**src/rtl/multicycle_cpu_if.sv**
```systemverilog
// rtl/multicycle_cpu_if.sv - instruction handshake bus for multicycle_cpu
interface multicycle_cpu_if #(
   parameter int INSTR_WIDTH = 20
);
   logic [INSTR_WIDTH-1:0] instruction;
   logic                   instr_valid;
   logic                   instr_ready;

   modport master (
      output instruction,
      output instr_valid,
      input  instr_ready
   );

   modport slave (
      input  instruction,
      input  instr_valid,
      output instr_ready
   );
endinterface

```
**src/rtl/multicycle_cpu.sv**
```systemverilog
// rtl/multicycle_cpu.sv - five-state multicycle CPU with register file and data memory
module multicycle_cpu #(
   parameter int DATA_WIDTH = 8,
   parameter int ADDR_BITS  = 5,
   parameter int REG_BITS   = 3
) (
   input  logic                  clk,
   input  logic                  rst,
   multicycle_cpu_if.slave       bus,
   input  logic [REG_BITS-1:0]   dbg_sel,
   output logic [DATA_WIDTH-1:0] dbg_data,
   output logic [DATA_WIDTH-1:0] result,
   output logic                  flag_z,
   output logic                  flag_c,
   output logic                  retired,
   output logic                  illegal
);
   localparam int INSTR_WIDTH = 4 + 2*REG_BITS + 2 + DATA_WIDTH;
   localparam int NREGS       = 1 << REG_BITS;
   localparam int DEPTH       = 1 << ADDR_BITS;
   localparam int SH_BITS     = $clog2(DATA_WIDTH);

   localparam logic [3:0] OP_ADD = 4'd0;
   localparam logic [3:0] OP_SUB = 4'd1;
   localparam logic [3:0] OP_AND = 4'd2;
   localparam logic [3:0] OP_OR  = 4'd3;
   localparam logic [3:0] OP_XOR = 4'd4;
   localparam logic [3:0] OP_SHL = 4'd5;
   localparam logic [3:0] OP_SHR = 4'd6;
   localparam logic [3:0] OP_MOV = 4'd7;
   localparam logic [3:0] OP_LD  = 4'd8;
   localparam logic [3:0] OP_ST  = 4'd9;

   typedef enum logic [2:0] {
      S_IDLE,
      S_DECODE,
      S_EXEC,
      S_MEM,
      S_WB
   } state_t;

   state_t state;

   logic [INSTR_WIDTH-1:0] ir;
   logic [DATA_WIDTH-1:0]  regs [NREGS];
   logic [DATA_WIDTH-1:0]  mem  [DEPTH];

   logic                   ready_q;
   logic [DATA_WIDTH-1:0]  a_q;
   logic [DATA_WIDTH-1:0]  b_q;
   logic [DATA_WIDTH-1:0]  s_q;
   logic [DATA_WIDTH-1:0]  alu_q;
   logic                   c_q;
   logic [ADDR_BITS-1:0]   addr_q;
   logic [DATA_WIDTH-1:0]  mem_q;

   // Fields of the latched instruction word, MSB first
   logic [3:0]            op_f;
   logic [REG_BITS-1:0]   rd_f;
   logic [REG_BITS-1:0]   ra_f;
   logic                  imm_f;
   logic [DATA_WIDTH-1:0] low_f;
   logic                  unused_flag0;

   assign op_f         = ir[INSTR_WIDTH-1 -: 4];
   assign rd_f         = ir[INSTR_WIDTH-5 -: REG_BITS];
   assign ra_f         = ir[INSTR_WIDTH-5-REG_BITS -: REG_BITS];
   assign imm_f        = ir[DATA_WIDTH+1];
   assign unused_flag0 = ir[DATA_WIDTH];
   assign low_f        = ir[DATA_WIDTH-1:0];

   assign bus.instr_ready = ready_q;

   logic [DATA_WIDTH-1:0] rf_a;
   logic [DATA_WIDTH-1:0] rf_b;
   logic [DATA_WIDTH-1:0] rf_s;
   logic [DATA_WIDTH-1:0] op_b;

   // Register file read ports; r0 is hard-wired to zero
   always_comb begin
      rf_a     = (ra_f == '0) ? '0 : regs[ra_f];
      rf_b     = (low_f[REG_BITS-1:0] == '0) ? '0 : regs[low_f[REG_BITS-1:0]];
      rf_s     = (rd_f == '0) ? '0 : regs[rd_f];
      op_b     = imm_f ? low_f : rf_b;
      dbg_data = (dbg_sel == '0) ? '0 : regs[dbg_sel];
   end

   logic [DATA_WIDTH:0]   sum;
   logic [SH_BITS-1:0]    sh;
   logic [DATA_WIDTH-1:0] alu_res;
   logic                  alu_c;
   logic [DATA_WIDTH-1:0] wb_val;

   // ALU on the operands captured in DECODE; sum doubles as the address adder
   always_comb begin
      sum     = {1'b0, a_q} + {1'b0, b_q};
      sh      = b_q[SH_BITS-1:0];
      alu_res = '0;
      alu_c   = 1'b0;
      case (op_f)
         OP_ADD: begin
            alu_res = sum[DATA_WIDTH-1:0];
            alu_c   = sum[DATA_WIDTH];
         end
         OP_SUB: begin
            alu_res = a_q - b_q;
            alu_c   = (a_q < b_q);
         end
         OP_AND:  alu_res = a_q & b_q;
         OP_OR:   alu_res = a_q | b_q;
         OP_XOR:  alu_res = a_q ^ b_q;
         OP_SHL:  alu_res = a_q << sh;
         OP_SHR:  alu_res = a_q >> sh;
         OP_MOV:  alu_res = b_q;
         default: alu_res = '0;
      endcase
      wb_val = (op_f == OP_LD) ? mem_q : alu_q;
   end

   // Control FSM, datapath registers, register file, memory and outputs
   always_ff @(posedge clk) begin
      if (rst) begin
         state   <= S_IDLE;
         ready_q <= 1'b1;
         retired <= 1'b0;
         illegal <= 1'b0;
         result  <= '0;
         flag_z  <= 1'b0;
         flag_c  <= 1'b0;
         ir      <= '0;
         a_q     <= '0;
         b_q     <= '0;
         s_q     <= '0;
         alu_q   <= '0;
         c_q     <= 1'b0;
         addr_q  <= '0;
         mem_q   <= '0;
         for (int i = 0; i < NREGS; i++) regs[i] <= '0;
         for (int i = 0; i < DEPTH; i++) mem[i] <= '0;
      end else begin
         case (state)
            S_IDLE: begin
               if (bus.instr_valid && ready_q) begin
                  ir      <= bus.instruction;
                  ready_q <= 1'b0;
                  state   <= S_DECODE;
               end
            end
            S_DECODE: begin
               a_q   <= rf_a;
               b_q   <= op_b;
               s_q   <= rf_s;
               state <= S_EXEC;
            end
            S_EXEC: begin
               alu_q  <= alu_res;
               c_q    <= alu_c;
               addr_q <= sum[ADDR_BITS-1:0];
               if (op_f == OP_LD || op_f == OP_ST) begin
                  state <= S_MEM;
               end else begin
                  state   <= S_WB;
                  retired <= 1'b1;
               end
            end
            S_MEM: begin
               if (op_f == OP_ST) mem[addr_q] <= s_q;
               mem_q   <= mem[addr_q];
               state   <= S_WB;
               retired <= 1'b1;
            end
            S_WB: begin
               retired <= 1'b0;
               ready_q <= 1'b1;
               state   <= S_IDLE;
               if (op_f <= OP_LD) begin
                  if (rd_f != '0) regs[rd_f] <= wb_val;
                  result <= wb_val;
                  flag_z <= (wb_val == '0);
                  if (op_f != OP_LD) flag_c <= c_q;
               end else if (op_f != OP_ST) begin
                  illegal <= 1'b1;
               end
            end
            default: begin
               state   <= S_IDLE;
               ready_q <= 1'b1;
               retired <= 1'b0;
            end
         endcase
      end
   end
endmodule

```
**src/flat_wrapper.sv**
```systemverilog
// flat-port wrapper written by rule: the top's interface ports become plain ports
module multicycle_cpu_flat 
#(
   parameter int DATA_WIDTH = 8,
   parameter int ADDR_BITS  = 5,
   parameter int REG_BITS   = 3
)
  (clk, rst, dbg_sel, dbg_data, result, flag_z, flag_c, retired, illegal, bus_instruction, bus_instr_valid, bus_instr_ready);
  multicycle_cpu_if #(.INSTR_WIDTH(20)) bus_i ();
  input  logic clk;
  input  logic rst;
  input  logic [REG_BITS-1:0] dbg_sel;
  output logic [DATA_WIDTH-1:0] dbg_data;
  output logic [DATA_WIDTH-1:0] result;
  output logic flag_z;
  output logic flag_c;
  output logic retired;
  output logic illegal;
  input wire logic [$bits(bus_i.instruction)-1:0] bus_instruction;
  input wire logic [$bits(bus_i.instr_valid)-1:0] bus_instr_valid;
  output wire logic [$bits(bus_i.instr_ready)-1:0] bus_instr_ready;
  assign bus_i.instruction = bus_instruction;
  assign bus_i.instr_valid = bus_instr_valid;
  assign bus_instr_ready = bus_i.instr_ready;
  multicycle_cpu #(.DATA_WIDTH(DATA_WIDTH), .ADDR_BITS(ADDR_BITS), .REG_BITS(REG_BITS)) u_core (.clk(clk), .rst(rst), .bus(bus_i), .dbg_sel(dbg_sel), .dbg_data(dbg_data), .result(result), .flag_z(flag_z), .flag_c(flag_c), .retired(retired), .illegal(illegal));
endmodule
```
**config.mk**
```make
export PLATFORM = sky130hd
export DESIGN_NAME = multicycle_cpu_flat
export DESIGN_NICKNAME = d
export VERILOG_FILES = /design/src/rtl/multicycle_cpu_if.sv /design/src/rtl/multicycle_cpu.sv /design/src/flat_wrapper.sv
export SDC_FILE = /design/constraint.sdc
export NUM_CORES = 1
export LEC_CHECK = 0
export ABC_AREA = 1
export BUFFER_PORTS_ARGS = -buffer_cell sky130_fd_sc_hd__buf_4
export CAP_MARGIN = 20
export CELL_PAD_IN_SITES_DETAIL_PLACEMENT = 1
export CELL_PAD_IN_SITES_GLOBAL_PLACEMENT = 2
export CORE_ASPECT_RATIO = 0.9
export CORE_MARGIN = 3
export CORE_UTILIZATION = 39
export DETAILED_ROUTE_END_ITERATION = 10
export PLACE_DENSITY = 0.83
export SLEW_MARGIN = 20
export SYNTH_ARGS = -nofsm -noshare
export SYNTH_HDL_FRONTEND = slang
export SYNTH_SLANG_ARGS = --single-unit
```
**constraint.sdc**
```tcl
create_clock -name clk -period 2.3 [get_ports clk]
set_input_delay 0.46 -clock clk [delete_from_list [all_inputs] [get_ports clk]]
set_output_delay 0.46 -clock clk [all_outputs]
set_load 0.01 [all_outputs]
```
# Yosys cells after proc, flatten, opt, wreduce, memory -nomap -nowiden
# Memories as Yosys holds them, arrays and structs flattened. A register that Yosys moved wholly into a read port is not among the register bits.
# Cells that the tools add are included.
[totals]
reg_bits = 74
ramBits = 320
inputBits = 26
output_inout_bits = 21
word_cells = 103
mem_count = 2
[mem_list]
columns = ["name", "depth", "word_bits", "rd", "rd_ports_with_merged_regs", "write_ports", "line_no", "rtl"]
rows = [
  ["u_core.mem", 32, 8, 1, 1, 32, "multicycle_cpu.sv:46", "logic [DATA_WIDTH-1:0] mem [DEPTH];"],
  ["u_core.regs", 8, 8, 4, 3, 8, "multicycle_cpu.sv:45", "logic [DATA_WIDTH-1:0] regs [NREGS];"],
]
[classes]
addsub = 2
n_lt_le_gt_ge = 2
n_eq_ne = 17
shift = 2
mux = 38
n_bitwise = 6
n_reduce_logical = 20
[ops]
columns = ["op", "count"]
rows = [
  ["8-bit two-way mux", 8],
  ["8-bit case mux with 8 select lines", 1],
  ["3-bit two-way mux", 9],
  ["4-bit by 3-bit == test with 1-bit output (second input constant)", 4],
  ["8-bit OR reduction", 2],
  ["3-bit logical NOT", 5],
  ["1-bit two-way mux", 15],
  ["3-bit case mux with 4 select lines", 1],
  ["8-bit by 8-bit adder with 9-bit output", 1],
  ["8-bit bitwise AND", 1],
  ["4-bit by 2-bit == test with 1-bit output (second input constant)", 2],
  ["4-bit == test (second input constant)", 2],
  ["8-bit logical NOT", 1],
  ["8-bit < comparator", 1],
  ["4-bit inequality test (second input constant)", 2],
  ["8-bit OR", 1],
  ["2-bit AND reduction", 4],
  ["8-bit by 3-bit << shifter with 8-bit output", 1],
  ["8-bit by 3-bit >> shifter with 8-bit output", 1],
  ["8-bit subtractor", 1],
  ["8-bit XOR", 1],
  ["3-bit by 2-bit == test with 1-bit output (second input constant)", 2],
  ["3-bit AND reduction", 2],
  ["5-bit two-way mux", 1],
  ["15 further kinds", 18],
]

# Longest topological paths before layout
[depth]
ltp_word = 8
mapped_depth = 13
ltp_nobuf = 12

# Least setup slack after synthesis
# No wires, ideal clock.
[synth_timing]
kind = "register -> register"
startpoint = "register u_core.addr_q[3]"
endpoint = "memory u_core.mem[29][0] (enable)"
t_arrival_ns = 1.775
required_time_ns = 1.971
setup_slack_ns = 0.196
stages_incl_launch_ff = 8
n_path_buf = 1
synth_period_minus_slack_ns = 2.104
cell_sequence = "dfxtp_1 -> clkbuf_1 -> inv_1 -> nor3_1 -> inv_2 -> nor2_2 -> nand2_2 -> nand2_1"
[synth_lines]
columns = ["item", "line_no", "rtl"]
rows = [
  ["from (decl)", "multicycle_cpu.sv:54", "logic [ADDR_BITS-1:0] addr_q;"],
  ["from (signal assigned)", "multicycle_cpu.sv:158", "addr_q <= sum[ADDR_BITS-1:0];"],
  ["to (decl)", "multicycle_cpu.sv:46", ""],
]

==> results_dict.tcl <==
set metrics [dict create \
    status "finished, final reports clean" \
    clk_path_buf_depth 3 \
    ys_top_cells_by_count "nor2_1 (455), nand2_1 (429), edfxtp_1 (320), o21ai_0 (191), a21oi_1 (155)" \
    slew_viol_final 0 \
    p_comb_share_pct 31.4 \
    wirelength_um 66100 \
    area_growth_syn_to_layout_pct 17.0 \
    gp_congestion 0.891 \
    post_dp_cell_area_mm2 0.0220 \
    cp_top_family "compound AO/OA/AOI/OAI gates" \
    antenna_found_initial 1 \
    portBuffers 45 \
    grt_pass1_vias 17500 \
    wl_per_cell_um 21.3 \
    synth_edf_count 320 \
    fin_skew_ns 0.0246 \
    synthTopCellsByArea "edfxtp_1 (47%), dfxtp_1 (8.9%), nor2_1 (8.4%)" \
    peakVddDrop_v 0.000687 \
    pre_cts_slack_ns -0.0162 \
    slowest_delay_ns 0.50 \
    worst-path-buf-inv 1 \
    total_leakage_power_nw 8.81 \
    ys.flop_type "edfxtp_1" \
    synthCells 2295 \
    syn_avg_cell_area_um2 8.82 \
    htree_levels 2 \
    rsz0062_at_grt "yes" \
    post-place-cells 3018 \
    synth_top_cell_area_share_pct 47.5 \
    ff_latch_area_mm2 0.0114 \
    worst_slack_ns 0.0584 \
    p_total_mw 24.2 \
    power.net_switching_mw 8.93 \
    die_area_mm2 0.0547 \
    end_kind "output port" \
    max_freq_ghz 0.446 \
    final_util_pct 46.6 \
    hp-start "bus_instruction[9]" \
    r2r-end "u_core.alu_q[3]" \
    worstMarginPinSlew_ns 0.968 \
    ctsHoldBuffers 0 \
    p_per_area_mw_per_mm2 1020 \
    core_area_mm2 0.0508 \
    min_period_ns 2.24 \
    first_iter_violations 1345 \
    max_slew_margin_pct 35.4 \
    drc_errors 0 \
    crit_chain "o21ai_1 -> o21ai_1 -> o21ai_1 -> a31oi_1 -> buf_4" \
    crit_required_ns 1.84 \
    r2r_cells 10 \
    min_path_cells 3 \
    reg_top3 "u_core.mem (256), u_core.regs (64), u_core.ir (19)" \
    holdWs_ns 0.109 \
    hold_class "in2reg" \
    rrSetupSlack_ns 0.15 \
    fillCellCount 5873 \
    die_x_um 246 \
    diodes 0 \
    critPathLaunchType "register" \
    drv_cap 0 \
    min_period_over_period_pct 97.5 \
    finalSetupViolCount 0 \
    largest_reg_flops 256 \
    multi_input_area_mm2 0.00797 \
    initial_core_util_pct 39.8 \
    ys_types 39 \
    grt-ovfl-total 0 \
    path_common_cell "o21ai_1" \
    clk_pin_slew_ns 0.06 \
    r2r-start "u_core.b_q[1]" \
    critPathSlowestCell "edfxtp_1" \
    intPower_mw 15.3 \
    postLayoutCellArea_mm2 0.0237 \
    track_usage_pct 24.0 \
    worst-endpoint-arrival_ns 1.78 \
    synth_area_leader_cell "edfxtp_1" \
    insertion_delay_ns 0.59 \
    clock_power_share_pct 31.1 \
    grt_pass1_wl_um 102000 \
    ant_nets 0 \
    rows 78 \
    regMostFlops "u_core.mem" \
    hold_viol 0 \
    fp.dieH_um 222 \
    syn_area_mm2 0.0202 \
    viasPerCell 5.52 \
    num_vias 17100 \
    whs_endpoint "u_core.ir[9]" \
    path_max_fanout 4 \
    ioPinCount 47 \
    crit_type "reg2out" \
    clock-root-buffer "clkbuf_16" \
    sw_frac_of_total_pct 36.8 \
    instances_no_fill 3106 \
    drtPass1Iterations 5 \
    fin_setup_tns_ns 0 \
    seqPwrFrac_pct 37.5 \
    synth-seq-area-share_pct 56.4 \
    grt_max_degree 73 \
    cts_buffers 46 \
    async_reset_ff_share_pct 0 \
    clock-sinks 410 \
    drive_above_1_share_pct 14.1 \
    cts_tree "done" \
    fin_nets 2442 \
    ys_ff_latch 410 \
    ys_warn_count 0 \
    hpwl_um 46400 \
    synth_most_common_cell "nor2_1" \
]
worst max-delay path by stage:
| stage | startpoint | to | slack (ns) | cells past startpoint |
|---|---|---|---|---|
| 2_1_floorplan | u_core.addr_q[3] | u_core.mem[29][0] | 0.20 | 7 |
| 3_3_place_gp | dbg_sel[0] | dbg_data[0] | 0.04 | 6 |
| 3_5_place_dp | u_core.state[2] | u_core.mem[28][0] | -0.02 | 9 |
| 4_1_cts | dbg_sel[0] | dbg_data[5] | -0.005 | 6 |
| 5_1_grt | u_core.regs[5][1] | dbg_data[1] | -0.05 | 7 |
| 6_report | u_core.regs[6][5] | dbg_data[5] | 0.06 | 5 |
tightest hold or removal path, cell delays in order:
cell    delay [ns]
buf_4         0.08
nor2_1        0.03
nor2_1        0.08
kinds of logic after synthesis:
group           share of synthesized area (%)
fa+ha+maj                                1.74
buf+inv                                  5.03
xor+xnor                               0.0865
other cells                            0.0185
compound gates                           15.9
simple gates                             20.8
flops                                    56.4
metal layers:
metal  vias up  global-route usage, %  routed length (um)
li1       8079                      -                   -
met1      8557                   32.6               29400
met2       398                   38.9               31100
met3       104                   3.69                3460
met4         2                   8.42                2110
met5         -                      0                  15
what timing repair did:
action / CTS / global route
setup buffers: 0 / 3
pin swaps: 0 / 1
endpoints found under the setup margin: 31 / 155
gates resized for setup: 10 / 56
layout make-up:
type | instances | area share, %
sequential | 410 | 48.2
timing repair buffer | 172 | 5.87
clock buffer | 60 | 5.25
clock inverter | 25 | 1.26
inverter | 137 | 2.20
tap | 680 | 3.59
multi-input combinational | 1622 | 33.7
cell usage in the layout, fill, tap and decap left out, types with 5 or more instances in the layout:
cell,synthesis,final
bufinv_16,0,5
clkinv_2,0,5
clkbuf_16,0,46
o211ai_1,50,50
clkinv_1,3,6
edfxtp_1,320,320
nor2_4,1,7
dfxtp_1,90,89
buf_4,0,164
nor2_1,455,452
ha_1,25,25
clkbuf_1,121,10
nand2_1,429,395
a21oi_1,155,154
inv_1,123,115
clkinvlp_4,0,6
a31oi_1,10,10
nand2_2,15,49
conb_1,1,8
o21ai_0,191,175
o21ai_1,6,21
nand3_1,88,88
nand4_1,11,11
inv_2,11,18
a22oi_1,112,112
a211oi_1,8,8
buf_12,0,8
nand3_2,11,11
nor3_1,12,12
power groups by stage:
stage / sequential [mW] / clock [mW] / combinational [mW]
final: 9.08 / 7.55 / 7.62
after global routing: 9.15 / 7.99 / 8.40
after CTS: 9.07 / 7.69 / 7.58
after detailed placement: 9.22 / 0 / 7.52
after global placement: 9.19 / 0 / 7.36
after floorplan: 9.03 / 0 / 4.73
No activity file was read; power rests on OpenSTA's default activity.
